`src/rtl/iccm_port_arbiter.sv`:
```
// ICCM single-port arbiter: shares one SRAM port between instruction fetch
// (read-only) and the UART programmer (read/write), with a RUN/DRAIN/PROG
// ownership FSM and a starvation guard that keeps fetch making progress.
//
// state | meaning
// RUN   | normal operation, programmer has priority, fetch starvation guard
// DRAIN | no grants, wait for in-flight read response to retire
// PROG  | programmer owns the port exclusively, fetch blocked
module iccm_port_arbiter #(
  parameter int AW       = 12,
  parameter int DW       = 32,
  parameter int MAX_WAIT = 4
) (
  input  logic          clk_i,
  input  logic          rst_i,
  input  logic          prog_mode_i,
  input  logic          prog_req_i,
  input  logic          prog_we_i,
  input  logic [AW-1:0] prog_addr_i,
  input  logic [DW-1:0] prog_wdata_i,
  input  logic [DW-1:0] prog_wmask_i,
  output logic          prog_gnt_o,
  output logic          prog_rvalid_o,
  output logic [DW-1:0] prog_rdata_o,
  input  logic          fetch_req_i,
  input  logic [AW-1:0] fetch_addr_i,
  output logic          fetch_gnt_o,
  output logic          fetch_rvalid_o,
  output logic [DW-1:0] fetch_rdata_o,
  output logic          mem_req_o,
  output logic          mem_we_o,
  output logic [AW-1:0] mem_addr_o,
  output logic [DW-1:0] mem_wdata_o,
  output logic [DW-1:0] mem_wmask_o,
  input  logic [DW-1:0] mem_rdata_i,
  output logic          prog_active_o
);

  typedef enum logic [1:0] {
    RUN   = 2'd0,
    DRAIN = 2'd1,
    PROG  = 2'd2
  } state_e;

  localparam logic [3:0] MaxWait = 4'(MAX_WAIT);

  state_e     state_q, state_d;
  logic [3:0] wait_cnt_q, wait_cnt_d;
  logic       pend_vld_q, pend_vld_d;
  logic       pend_id_q, pend_id_d;
  logic       prog_active_q, prog_active_d;
  logic       fetch_gnt, prog_gnt;

  // Grant decision from current state and live requests; at most one wins.
  always_comb begin
    fetch_gnt = 1'b0;
    prog_gnt  = 1'b0;
    unique case (state_q)
      RUN: begin
        fetch_gnt = fetch_req_i & (~prog_req_i | (wait_cnt_q == MaxWait));
        prog_gnt  = prog_req_i & ~fetch_gnt;
      end
      PROG: begin
        prog_gnt = prog_req_i;
      end
      default: begin
        fetch_gnt = 1'b0;
        prog_gnt  = 1'b0;
      end
    endcase
  end

  // SRAM port mux; fetch never writes, idle port drives zeros.
  always_comb begin
    mem_req_o   = prog_gnt | fetch_gnt;
    mem_we_o    = 1'b0;
    mem_addr_o  = '0;
    mem_wdata_o = '0;
    mem_wmask_o = '0;
    if (fetch_gnt) begin
      mem_addr_o = fetch_addr_i;
    end else if (prog_gnt) begin
      mem_we_o    = prog_we_i;
      mem_addr_o  = prog_addr_i;
      mem_wdata_o = prog_wdata_i;
      mem_wmask_o = prog_wmask_i;
    end
  end

  // Next-state, starvation counter and read-response bookkeeping.
  always_comb begin
    state_d    = state_q;
    wait_cnt_d = '0;
    pend_vld_d = mem_req_o & ~mem_we_o;
    pend_id_d  = prog_gnt;
    unique case (state_q)
      RUN: begin
        if (fetch_req_i && !fetch_gnt) begin
          wait_cnt_d = (wait_cnt_q == MaxWait) ? wait_cnt_q : wait_cnt_q + 4'd1;
        end
        if (prog_mode_i) state_d = DRAIN;
      end
      DRAIN: begin
        // Exiting programming mode takes precedence over finishing the drain.
        if (!prog_mode_i) begin
          state_d = RUN;
        end else if (!pend_vld_q || !pend_vld_d) begin
          state_d = PROG;
        end
      end
      PROG: begin
        if (!prog_mode_i) state_d = RUN;
      end
      default: state_d = RUN;
    endcase
    prog_active_d = (state_d == PROG);
  end

  // All state flops, cleared asynchronously.
  always_ff @(posedge clk_i or posedge rst_i) begin
    if (rst_i) begin
      state_q       <= RUN;
      wait_cnt_q    <= '0;
      pend_vld_q    <= 1'b0;
      pend_id_q     <= 1'b0;
      prog_active_q <= 1'b0;
    end else begin
      state_q       <= state_d;
      wait_cnt_q    <= wait_cnt_d;
      pend_vld_q    <= pend_vld_d;
      pend_id_q     <= pend_id_d;
      prog_active_q <= prog_active_d;
    end
  end

  // Response steering: the SRAM returns data one cycle after the read grant.
  always_comb begin
    fetch_gnt_o    = fetch_gnt;
    prog_gnt_o     = prog_gnt;
    fetch_rvalid_o = pend_vld_q & ~pend_id_q;
    prog_rvalid_o  = pend_vld_q & pend_id_q;
    fetch_rdata_o  = mem_rdata_i;
    prog_rdata_o   = mem_rdata_i;
    prog_active_o  = prog_active_q;
  end

endmodule

```
`config.mk`:
```
export PLATFORM = sky130hd
export DESIGN_NAME = iccm_port_arbiter
export DESIGN_NICKNAME = d
export VERILOG_FILES = /design/src/rtl/iccm_port_arbiter.sv
export SDC_FILE = /design/constraint.sdc
export NUM_CORES = 1
export LEC_CHECK = 0
export CAP_MARGIN = 20
export CORE_AREA = 3 3 105 107
export CTS_BUF_LIST = sky130_fd_sc_hd__clkbuf_2 sky130_fd_sc_hd__clkbuf_4 sky130_fd_sc_hd__clkbuf_8
export CTS_CLUSTER_DIAMETER = 80
export DETAILED_ROUTE_END_ITERATION = 7
export DIE_AREA = 0 0 108 110
export GPL_TIMING_DRIVEN = 0
export SYNTH_ARGS = -nofsm -noshare
export SYNTH_HDL_FRONTEND = slang
export SYNTH_SLANG_ARGS = --single-unit
export TNS_END_PERCENT = 20
```
`constraint.sdc`:
```
create_clock -name clk_i -period 1.54 [get_ports clk_i]
set_input_delay 0.231 -clock clk_i [delete_from_list [all_inputs] [get_ports clk_i]]
set_output_delay 0.231 -clock clk_i [all_outputs]
set_load 0.02 [all_outputs]
```
; ---- Word level (Yosys, flattened, before mapping)
; Cells that the tools add are included.
[word_totals]
regBits = 9
latch_bits = 0
mem_bits_rw = 0
romBits = 0
in_bits = 126
out_inout_bits = 147
elab_cells = 46
mem_count = 0
[classes]
n_addsub = 1
multipliers = 0
div_mod_pow = 0
n_lt_le_gt_ge = 0
n_eq_ne = 5
n_shift = 0
muxes = 18
n_bitwise = 11
n_reduce_logical = 6
[ops]
columns = operator, count
row1 = 32-bit 2-to-1 mux, 4
row2 = 12-bit 2-to-1 mux, 2
row3 = 4-bit 2-to-1 mux, 3
row4 = 2-bit 2-to-1 mux, 4
row5 = 2-bit one-hot mux with 3 select lines, 1
row6 = 1-bit AND, 5
row7 = 4-bit by 1-bit adder with 4-bit output (second input constant), 1
row8 = 2-bit == test (second input constant), 2
row9 = 4-bit by 3-bit == test with 1-bit output (second input constant), 1
row10 = 1-bit NOT, 4
row11 = 1-bit logical NOT, 3
row12 = 1-bit 2-to-1 mux, 3
row13 = 3-bit != test (second input constant), 1
row14 = 2-bit by 1-bit == test with 1-bit output (second input constant), 1
row15 = 2-bit logical NOT, 1
row16 = 1-bit OR, 2
row17 = 1-bit one-hot mux with 2 select lines, 1
row18 = 1-bit logical AND, 1
row19 = 1-bit logical OR, 1

; ---- Logic depth before layout (Yosys ltp)
; Gate-level depths: netlist of run 1.
[logic_depth]
ltp_word = 16
depth_mapped = 7
depth_no_buf = 5

; ---- Worst setup path before layout of run 1
; OpenSTA, ideal clock, no wires.
[synth_path]
kind = register to output
startpoint = register wait_cnt_q[0]
endpoint = output port mem_wdata_o[0]
arrival_time_ns = 1.519
required_time_ns = 1.309
path_slack_ns = -0.210
path_stages_with_launch = 8
n_path_buf = 2
path_cell_list = dfrtp_1 -> inv_1 -> ha_1 -> and3b_1 -> a21boi_2 -> buf_2 -> buf_4 -> and2_1
[synth_between]
elab_chain_len = 8
word_cells_on_any_way = 9
cone_classes = eq/ne: 1 / mux: 4 / bitwise: 4
[synth_rtl]
columns = item, line
row1 = from (decl), 48  ; logic [3:0] wait_cnt_q, wait_cnt_d;
row2 = from (signal assigned), 129  ; wait_cnt_q <= wait_cnt_d;
row3 = 4-bit by 3-bit == test with 1-bit output *, 60  ; fetch_gnt = fetch_req_i & (~prog_req_i | (wait_cnt_q == MaxWait));
row4 = 1-bit OR *, 60
row5 = 1-bit AND *, 60
row6 = 1-bit NOT, 61  ; prog_gnt = prog_req_i & ~fetch_gnt;
row7 = 1-bit AND, 61
row8 = 1-bit one-hot mux with 2 select lines, 58  ; unique case (state_q)
row9 = 32-bit 2-to-1 mux, 82  ; end else if (prog_gnt) begin
row10 = 32-bit 2-to-1 mux *, 80  ; if (fetch_gnt) begin
row11 = to (decl), 33  ; output logic [DW-1:0] mem_wdata_o,
; Every way passes the cells marked *; elsewhere a longest branch is shown, timed or not.

; ---- Final worst setup path of run 1
[layout_path]
startpoint = register wait_cnt_q[1]
endpoint = output port mem_wmask_o[14]
[layout_between]
elab_chain_len = 8
word_cells_on_any_way = 9
cone_classes = eq/ne: 1 / mux: 4 / bitwise: 4
[layout_rtl]
columns = item, line
row1 = 4-bit by 3-bit == test with 1-bit output *, 60
row2 = 1-bit OR *, 60
row3 = 1-bit AND *, 60
row4 = 1-bit NOT, 61
row5 = 1-bit AND, 61
row6 = 1-bit one-hot mux with 2 select lines, 58
row7 = 32-bit 2-to-1 mux, 82
row8 = 32-bit 2-to-1 mux *, 80
row9 = to (decl), 34  ; output logic [DW-1:0] mem_wmask_o,
; Marks and branches as above.

==> results of run 1 <==
## cells in the mapped netlist (all sizes together)
library cell and count:
clkbuf 3, xor2 1, and2 81, a32o 12, ha 2, dfrtp 9
inv 3, nor3b 3, nand2b 2, nand2 2, nor3 1, buf 72
a21oi 1, nor2b 5, a311oi 1, nand3 1, and3b 1, mux2i 1
nor2 5, a21boi 1
## timing repair
action                                 4_1_cts  5_1_grt
hold buffers                                 0        0
setup buffers                                6        5
pin swaps                                   23        3
cloned                                       5        0
setup endpoints to repair                   82       80
resized for setup                          496       20
endpoints found under the hold margin        0        0
## cell families after synthesis
logic type               after synthesis
XOR/XNOR                               1
adder cells (fa/ha/maj)                2
flip-flops                             9
AND/OR/NAND/NOR                      101
buffers and inverters                 78
multiplexers                           1
AO/OA/AOI/OAI                         15
## layout make-up
| class | instances | share of cell area [%] |
|---|---|---|
| multi-input combinational | 120 | 21.4 |
| timing repair buffer | 254 | 55.6 |
| clock buffer | 4 | 1.06 |
| tap | 136 | 3.69 |
| sequential | 9 | 4.89 |
| inverter | 3 | 0.244 |
| buffer | 75 | 13.2 |
## state kept, by name, indices dropped and copies added, names as in the netlist
register,flops
wait_cnt_q,4
state_q,2
pend_id_q,1
pend_vld_q,1
prog_active_o,1
## report_power, final
group | internal [mW] | total (mW) | switching, mW
Combinational | 1.09 | 1.85 | 0.762
Clock | 0.197 | 0.285 | 0.0878
Sequential | 0.263 | 0.294 | 0.0311
## stage by stage
step           setup slack, ns  instance area, µm²  std cells  setup TNS (ns)  hold WS [ns]
2_1_floorplan           -0.135                1700        207           -8.43        0.0589
5_1_grt                 -0.645                4610        601          -47.12         0.309
4_1_cts                 -0.572                4620        597          -39.63         0.283
6_report                -0.534                4610        601          -38.93         0.269
3_5_place_dp             -1.10                4280        583          -80.52         0.493
3_3_place_gp             -1.06                4280        583          -77.78         0.481
## worst reg2reg max path, delay by kind of cell (launching register included)
kind	cells	cell delay [ns]
compound gates	1	0.25
fa+ha+maj	1	0.18
buf+inv	3	0.33
flops	1	0.34
simple gates	1	0.25
## per-layer routing
metal  GRT usage, %  up-vias  part of all wire (%)
met5              0        -                     0
met4           1.08        0                     0
met3           3.44        0                    11
met2           25.0      134                    56
met1           12.5     1024                    33
li1               -     1112                     -
## worst max-delay path by stage
stage	startpoint	endpoint	slack (ns)
2_1_floorplan	wait_cnt_q[0]	mem_addr_o[10]	-0.13
3_3_place_gp	prog_req_i	mem_wdata_o[19]	-1.06
3_5_place_dp	prog_req_i	mem_wmask_o[8]	-1.10
4_1_cts	wait_cnt_q[0]	mem_wmask_o[21]	-0.57
5_1_grt	wait_cnt_q[1]	mem_wmask_o[22]	-0.64
6_report	wait_cnt_q[1]	mem_wmask_o[14]	-0.53
==> run_summary.xml, run 1 <==
<?xml version="1.0" encoding="UTF-8"?>
<metrics>
  <group name="synth">
    <metric name="synth_simple_gate_area_share" unit="%">39.3</metric>
    <metric name="synth-seq-cells" unit="">9</metric>
    <metric name="synth_compound_area_share" unit="%">9.11</metric>
    <metric name="synthesis.yosys.warnings" unit="">0</metric>
    <metric name="post_synth_fa_ha_maj_area_fraction" unit="%">1.57</metric>
    <metric name="seq_area_frac_synth" unit="%">14.1</metric>
    <metric name="yosysUniqueCellTypes" unit="">23</metric>
    <metric name="xor_xnor_portion_of_the_synthesized_cell_area" unit="%">0.550</metric>
    <metric name="yosysTopAreaCellShare" unit="%">32.1</metric>
    <metric name="synth_area_per_cell" unit="µm²">7.69</metric>
    <metric name="synthesis.area" unit="µm²">1590</metric>
    <metric name="post_synth_inst_count" unit="">207</metric>
    <metric name="post_synth_mux_area_share" unit="%">0.628</metric>
    <metric name="synth_area_leader_cell" unit="">buf_4</metric>
    <metric name="synth.area.top_cells" unit="">buf_4 (32%), and2_1 (32%), dfrtp_1 (14%), a32o_1 (7.5%), ha_1 (1.6%)</metric>
    <metric name="synth_top_family_by_area" unit="">simple AND/OR/NAND/NOR gates</metric>
    <metric name="synthesis.nets" unit="">335</metric>
  </group>
  <group name="power_and_ir_drop">
    <metric name="ir_drop" unit="mV">0.215</metric>
    <metric name="power_leakage" unit="nW">2.19</metric>
    <metric name="power_per_cell_area" unit="nW/µm²">527</metric>
    <metric name="total_power" unit="mW">2.43</metric>
  </group>
  <group name="setup_path">
    <metric name="worst-r2r-cell-count" unit="">6</metric>
    <metric name="crit-reg2reg-capture" unit="">pend_id_q</metric>
    <metric name="crit_chain" unit="">inv_1, ha_2, and3b_2, a21boi_4, buf_12, buf_8, and2_2, buf_6</metric>
    <metric name="worst-endpoint-required" unit="ns">1.31</metric>
    <metric name="crit_path_max_incr_delay" unit="ns">0.34</metric>
    <metric name="worstPathMaxFanout" unit="">10</metric>
    <metric name="worst-path-stages" unit="">8</metric>
    <metric name="critical_path_buf_inv_count" unit="">4</metric>
    <metric name="critPathTopFamily" unit="">buffers and inverters</metric>
    <metric name="worstReg2RegStart" unit="">wait_cnt_q[1]</metric>
    <metric name="start_kind" unit="">flip-flop</metric>
    <metric name="r2r_slack" unit="ns">0.13</metric>
    <metric name="worst_path_max_delay_cell" unit="">dfrtp_1</metric>
    <metric name="end_kind" unit="">output pin</metric>
    <metric name="setup.worst_path.class" unit="">reg2out</metric>
    <metric name="worstPathArrival" unit="ns">1.84</metric>
  </group>
  <group name="floorplan">
    <metric name="ios" unit="">273</metric>
    <metric name="row_count" unit="">37</metric>
    <metric name="die_w" unit="µm">108</metric>
    <metric name="design.die.area" unit="µm²">11900</metric>
    <metric name="starting_density_of_the_core" unit="%">15.6</metric>
    <metric name="fp.coreArea" unit="µm²">10200</metric>
    <metric name="die_height" unit="µm">110</metric>
  </group>
  <group name="final_layout">
    <metric name="mostFrequentLayoutCells" unit="">clkdlybuf4s50_1 (157), buf_4 (80), buf_6 (77)</metric>
    <metric name="n_antenna_cell" unit="">0</metric>
    <metric name="final_nets" unit="">594</metric>
    <metric name="regArea" unit="µm²">225</metric>
    <metric name="number_of_filler_instances_in_the_final_layout" unit="">986</metric>
    <metric name="area_taken_by_multi_input_logic_gates" unit="µm²">986</metric>
    <metric name="drive_gt1_share" unit="%">54.2</metric>
    <metric name="most_common_cell_after_layout_fill_and_taps_aside" unit="">clkdlybuf4s50_1</metric>
    <metric name="finalCoreUtilization" unit="%">45.1</metric>
    <metric name="growth_of_design_area_from_synthesis_to_finish" unit="%">189</metric>
  </group>
  <group name="clocking">
    <metric name="numClockSinks" unit="">9</metric>
    <metric name="clock_tree_from_tritoncts" unit="">built</metric>
    <metric name="root_buffer" unit="">clkbuf_8</metric>
    <metric name="cts-buffers-inserted" unit="">3</metric>
    <metric name="path_clk_slew" unit="ns">0.04</metric>
    <metric name="cts.path.max_buffers" unit="">2</metric>
    <metric name="clock_insertion_delay_worst_skew" unit="ns">0.23</metric>
    <metric name="ctsHtreeMaxLevel" unit="">1</metric>
  </group>
  <group name="status">
    <metric name="outcome" unit="">complete, but fails checks</metric>
    <metric name="failed_checks" unit="">negative setup slack</metric>
  </group>
  <group name="sta">
    <metric name="max_clk_rate" unit="MHz">482</metric>
    <metric name="post-route-worst-setup-slack" unit="ns">-0.534</metric>
    <metric name="finalHoldViolCount" unit="">0</metric>
    <metric name="period_needed" unit="ns">2.07</metric>
    <metric name="slew_violations" unit="">0</metric>
    <metric name="finClkSkew" unit="ns">0.00350</metric>
    <metric name="rsz0062_at_grt" unit="">true</metric>
    <metric name="timing.final.setup_violations" unit="">79</metric>
    <metric name="max_slew_margin" unit="%">76.8</metric>
    <metric name="finalCritPeriodShare" unit="%">135</metric>
    <metric name="max_slew.worst_pin.slew" unit="ns">0.347</metric>
  </group>
  <group name="route">
    <metric name="vias_per_cell" unit="">3.78</metric>
    <metric name="wl" unit="µm">8080</metric>
    <metric name="initialDrtViolationCount" unit="">60</metric>
    <metric name="drt-pass1-iter-count" unit="">4</metric>
    <metric name="via_count" unit="">2270</metric>
    <metric name="wl_per_cell" unit="µm">13.4</metric>
    <metric name="drc" unit="">0</metric>
    <metric name="ant_nets" unit="">0</metric>
  </group>
  <group name="hold_path">
    <metric name="worstHoldPathType" unit="">in2async</metric>
  </group>
  <group name="placement">
    <metric name="placement.io_buffers" unit="">240</metric>
    <metric name="routability_congestion" unit="">0.781</metric>
    <metric name="dp_hpwl" unit="µm">6930</metric>
  </group>
  <group name="grt">
    <metric name="largest_net_degree_at_the_start_of_global_routing" unit="">12</metric>
    <metric name="grt_first_pass_wirelength" unit="µm">11600</metric>
    <metric name="total_gr_overflow" unit="">0</metric>
    <metric name="antenna_found_initial" unit="">0</metric>
    <metric name="groute.usage.overall" unit="%">12.2</metric>
    <metric name="first_global_vias" unit="">2224</metric>
  </group>
  <group name="job">
    <metric name="drv.max_cap_violation_count" unit="">0</metric>
  </group>
</metrics>
No activity file was read; power rests on OpenSTA's default activity.
==> run 2: changes to the inputs <==
--- a/config.mk
+++ b/config.mk
@@ -12,6 +12,7 @@
 export DETAILED_ROUTE_END_ITERATION = 7
 export DIE_AREA = 0 0 108 110
 export GPL_TIMING_DRIVEN = 0
+export REMOVE_ABC_BUFFERS = 1
 export SYNTH_ARGS = -nofsm -noshare
 export SYNTH_HDL_FRONTEND = slang
 export SYNTH_SLANG_ARGS = --single-unit
==> run 2 against run 1 <==
Net effect:
- the run still ends with negative setup slack left
- first-iteration DRC count increased by 1.7%
- maximum frequency up 0.83%
- global-route usage rose by 4.7 points
- total power is 15% lower
- cell area is 24% lower
- final cell count down 22%
- register-to-register slack got worse by 0.08 ns
==> run_summary.xml, run 2 (same netlist as run 1, synthesis figures left out) <==
<?xml version="1.0" encoding="UTF-8"?>
<metrics>
  <group name="status">
    <metric name="outcome" unit="">complete, but fails checks</metric>
    <metric name="failed_checks" unit="">negative setup slack</metric>
  </group>
  <group name="sta">
    <metric name="rsz0062_at_grt" unit="">true</metric>
    <metric name="period_needed" unit="ns">2.06</metric>
    <metric name="max_slew.worst_pin.slew" unit="ns">0.389</metric>
    <metric name="timing.final.setup_violations" unit="">80</metric>
    <metric name="finClkSkew" unit="ns">0.00125</metric>
    <metric name="post-route-worst-setup-slack" unit="ns">-0.516</metric>
    <metric name="fin_worst_hold_slack" unit="ns">0.270</metric>
    <metric name="max_slew_margin" unit="%">74.0</metric>
    <metric name="finalCritPeriodShare" unit="%">134</metric>
    <metric name="finalHoldViolCount" unit="">0</metric>
    <metric name="max_clk_rate" unit="MHz">486</metric>
    <metric name="slew_violations" unit="">0</metric>
  </group>
  <group name="placement">
    <metric name="routability_congestion" unit="">0.921</metric>
    <metric name="dp_hpwl" unit="µm">9310</metric>
    <metric name="placement.io_buffers" unit="">176</metric>
    <metric name="dp_cells" unit="">445</metric>
    <metric name="placedInstanceArea" unit="µm²">3010</metric>
  </group>
  <group name="route">
    <metric name="drt-pass1-iter-count" unit="">4</metric>
    <metric name="vias_per_cell" unit="">4.12</metric>
    <metric name="ant_nets" unit="">0</metric>
    <metric name="wl_per_cell" unit="µm">23.6</metric>
    <metric name="initialDrtViolationCount" unit="">61</metric>
    <metric name="wl" unit="µm">11100</metric>
    <metric name="drc" unit="">0</metric>
    <metric name="via_count" unit="">1926</metric>
  </group>
  <group name="floorplan">
    <metric name="die_height" unit="µm">110</metric>
    <metric name="ios" unit="">273</metric>
    <metric name="fp.coreArea" unit="µm²">10200</metric>
    <metric name="starting_density_of_the_core" unit="%">15.6</metric>
    <metric name="design.die.area" unit="µm²">11900</metric>
    <metric name="row_count" unit="">37</metric>
    <metric name="die_w" unit="µm">108</metric>
  </group>
  <group name="clocking">
    <metric name="cts-buffers-inserted" unit="">3</metric>
    <metric name="numClockSinks" unit="">9</metric>
    <metric name="root_buffer" unit="">clkbuf_8</metric>
    <metric name="cts.path.max_buffers" unit="">2</metric>
    <metric name="clock_tree_from_tritoncts" unit="">built</metric>
    <metric name="path_clk_slew" unit="ns">0.05</metric>
    <metric name="clock_insertion_delay_worst_skew" unit="ns">0.24</metric>
    <metric name="ctsHtreeMaxLevel" unit="">1</metric>
    <metric name="cts.hold.buffers_added" unit="">0</metric>
  </group>
  <group name="grt">
    <metric name="total_gr_overflow" unit="">0</metric>
    <metric name="grt_first_pass_wirelength" unit="µm">14100</metric>
    <metric name="groute.usage.overall" unit="%">16.8</metric>
    <metric name="antenna_found_initial" unit="">0</metric>
    <metric name="first_global_vias" unit="">1864</metric>
    <metric name="largest_net_degree_at_the_start_of_global_routing" unit="">26</metric>
  </group>
  <group name="final_layout">
    <metric name="layoutNonFillerInstCount" unit="">468</metric>
    <metric name="most_common_cell_after_layout_fill_and_taps_aside" unit="">clkdlybuf4s50_1</metric>
    <metric name="drive_gt1_share" unit="%">47.6</metric>
    <metric name="largest_reg_flops" unit="">4</metric>
    <metric name="final_design_area_no_fill" unit="µm²">3490</metric>
    <metric name="growth_of_design_area_from_synthesis_to_finish" unit="%">119</metric>
    <metric name="n_antenna_cell" unit="">0</metric>
    <metric name="reg.largest.list" unit="">wait_cnt_q: 4 flops, state_q: 2 flops</metric>
    <metric name="mostFrequentLayoutCells" unit="">clkdlybuf4s50_1 (93), buf_6 (70), and2_4 (41)</metric>
    <metric name="registers.top_by_ff_count" unit="">wait_cnt_q</metric>
    <metric name="final_nets" unit="">461</metric>
  </group>
  <group name="hold_path">
    <metric name="worstHoldPathType" unit="">in2async</metric>
  </group>
  <group name="job">
    <metric name="drv.max_cap_violation_count" unit="">0</metric>
  </group>
  <group name="setup_path">
    <metric name="start_kind" unit="">flip-flop</metric>
    <metric name="worst-endpoint-required" unit="ns">1.31</metric>
    <metric name="end_kind" unit="">output pin</metric>
    <metric name="setup.worst_path.class" unit="">reg2out</metric>
    <metric name="r2r_slack" unit="ns">0.05</metric>
    <metric name="worstPathMaxFanout" unit="">7</metric>
    <metric name="worstPathArrival" unit="ns">1.83</metric>
  </group>
  <group name="power_and_ir_drop">
    <metric name="power_per_cell_area" unit="nW/µm²">594</metric>
    <metric name="power_leakage" unit="nW">1.61</metric>
    <metric name="ir_drop" unit="mV">0.304</metric>
  </group>
</metrics>
run 2: cell types whose count changed in the layout (fill, tap and decap cells not counted), sizes merged:
cell	change
clkdlybuf4s50	-64
clkbuf	-4
nand2b	+1
dlygate4sd2	-1
clkinv	+1
dlymetal6s2s	+1
buf	-67
run 2: final cells by class:
type | count | area, µm²
repair buffers | 195 | 2040
well taps | 136 | 170
multi-input cells | 121 | 996
inverters | 3 | 11.3
flip-flops and latches | 9 | 225
clock inverters | 1 | 5.00
fillers | 1088 | 6740
clock buffers | 3 | 41.3
run 2: report_power, final:
part	internal, mW	switching (mW)	leakage (nW)
combinational	0.864	0.635	1.46
sequential	0.263	0.0319	0.119
clock	0.177	0.103	0.0255
run 2: routing by layer:
metal  wire, µm  vias to the layer above  GRT usage, %
li1           -                      845             -
met1       3670                      872          16.7
met2       4850                      196          25.8
met3       2440                       11          16.7
met4         34                        2          1.35
met5         66                        -          5.36
run 2: final timing paths:
kind                                  from           endpoint  cells past startpoint
max                          wait_cnt_q[1]      mem_addr_o[6]                      7
min                                  rst_i          pend_id_q                      2
max reg2reg                  wait_cnt_q[1]          pend_id_q                      7
min reg2reg                  wait_cnt_q[0]      wait_cnt_q[0]                      2
max in group asynchronous            rst_i      wait_cnt_q[2]                      2
min in group clk_i         mem_rdata_i[16]  fetch_rdata_o[16]                      0
run 2: per-stage QoR:
stage / setup WS (ns) / util [%] / setup TNS [ns] / total power, mW
after detailed placement: -1.49 / 29.4 / -107.00 / 1.51
after floorplan: -0.921 / - / -63.33 / 0.799
after CTS: -0.574 / 32.2 / -38.45 / 1.97
after global routing: -0.589 / 34.1 / -42.10 / 2.18
final: -0.516 / 34.1 / -36.22 / 2.07
after global placement: -2.54 / 29.2 / -180.17 / 1.49
run 2: timing repair:
item,4_1_cts,5_1_grt
cloned,3,1
pin swaps,17,21
buffers inserted,6,9
setup endpoints to repair,87,86
gates resized for setup,491,36
run 2: critical path: stages (launching register included):
cell and delay [ns]:
dfrtp_1 0.34, inv_1 0.05, ha_2 0.18, and3b_2 0.23, buf_4 0.17, nand2b_4 0.18
a32o_1 0.28, buf_2 0.16
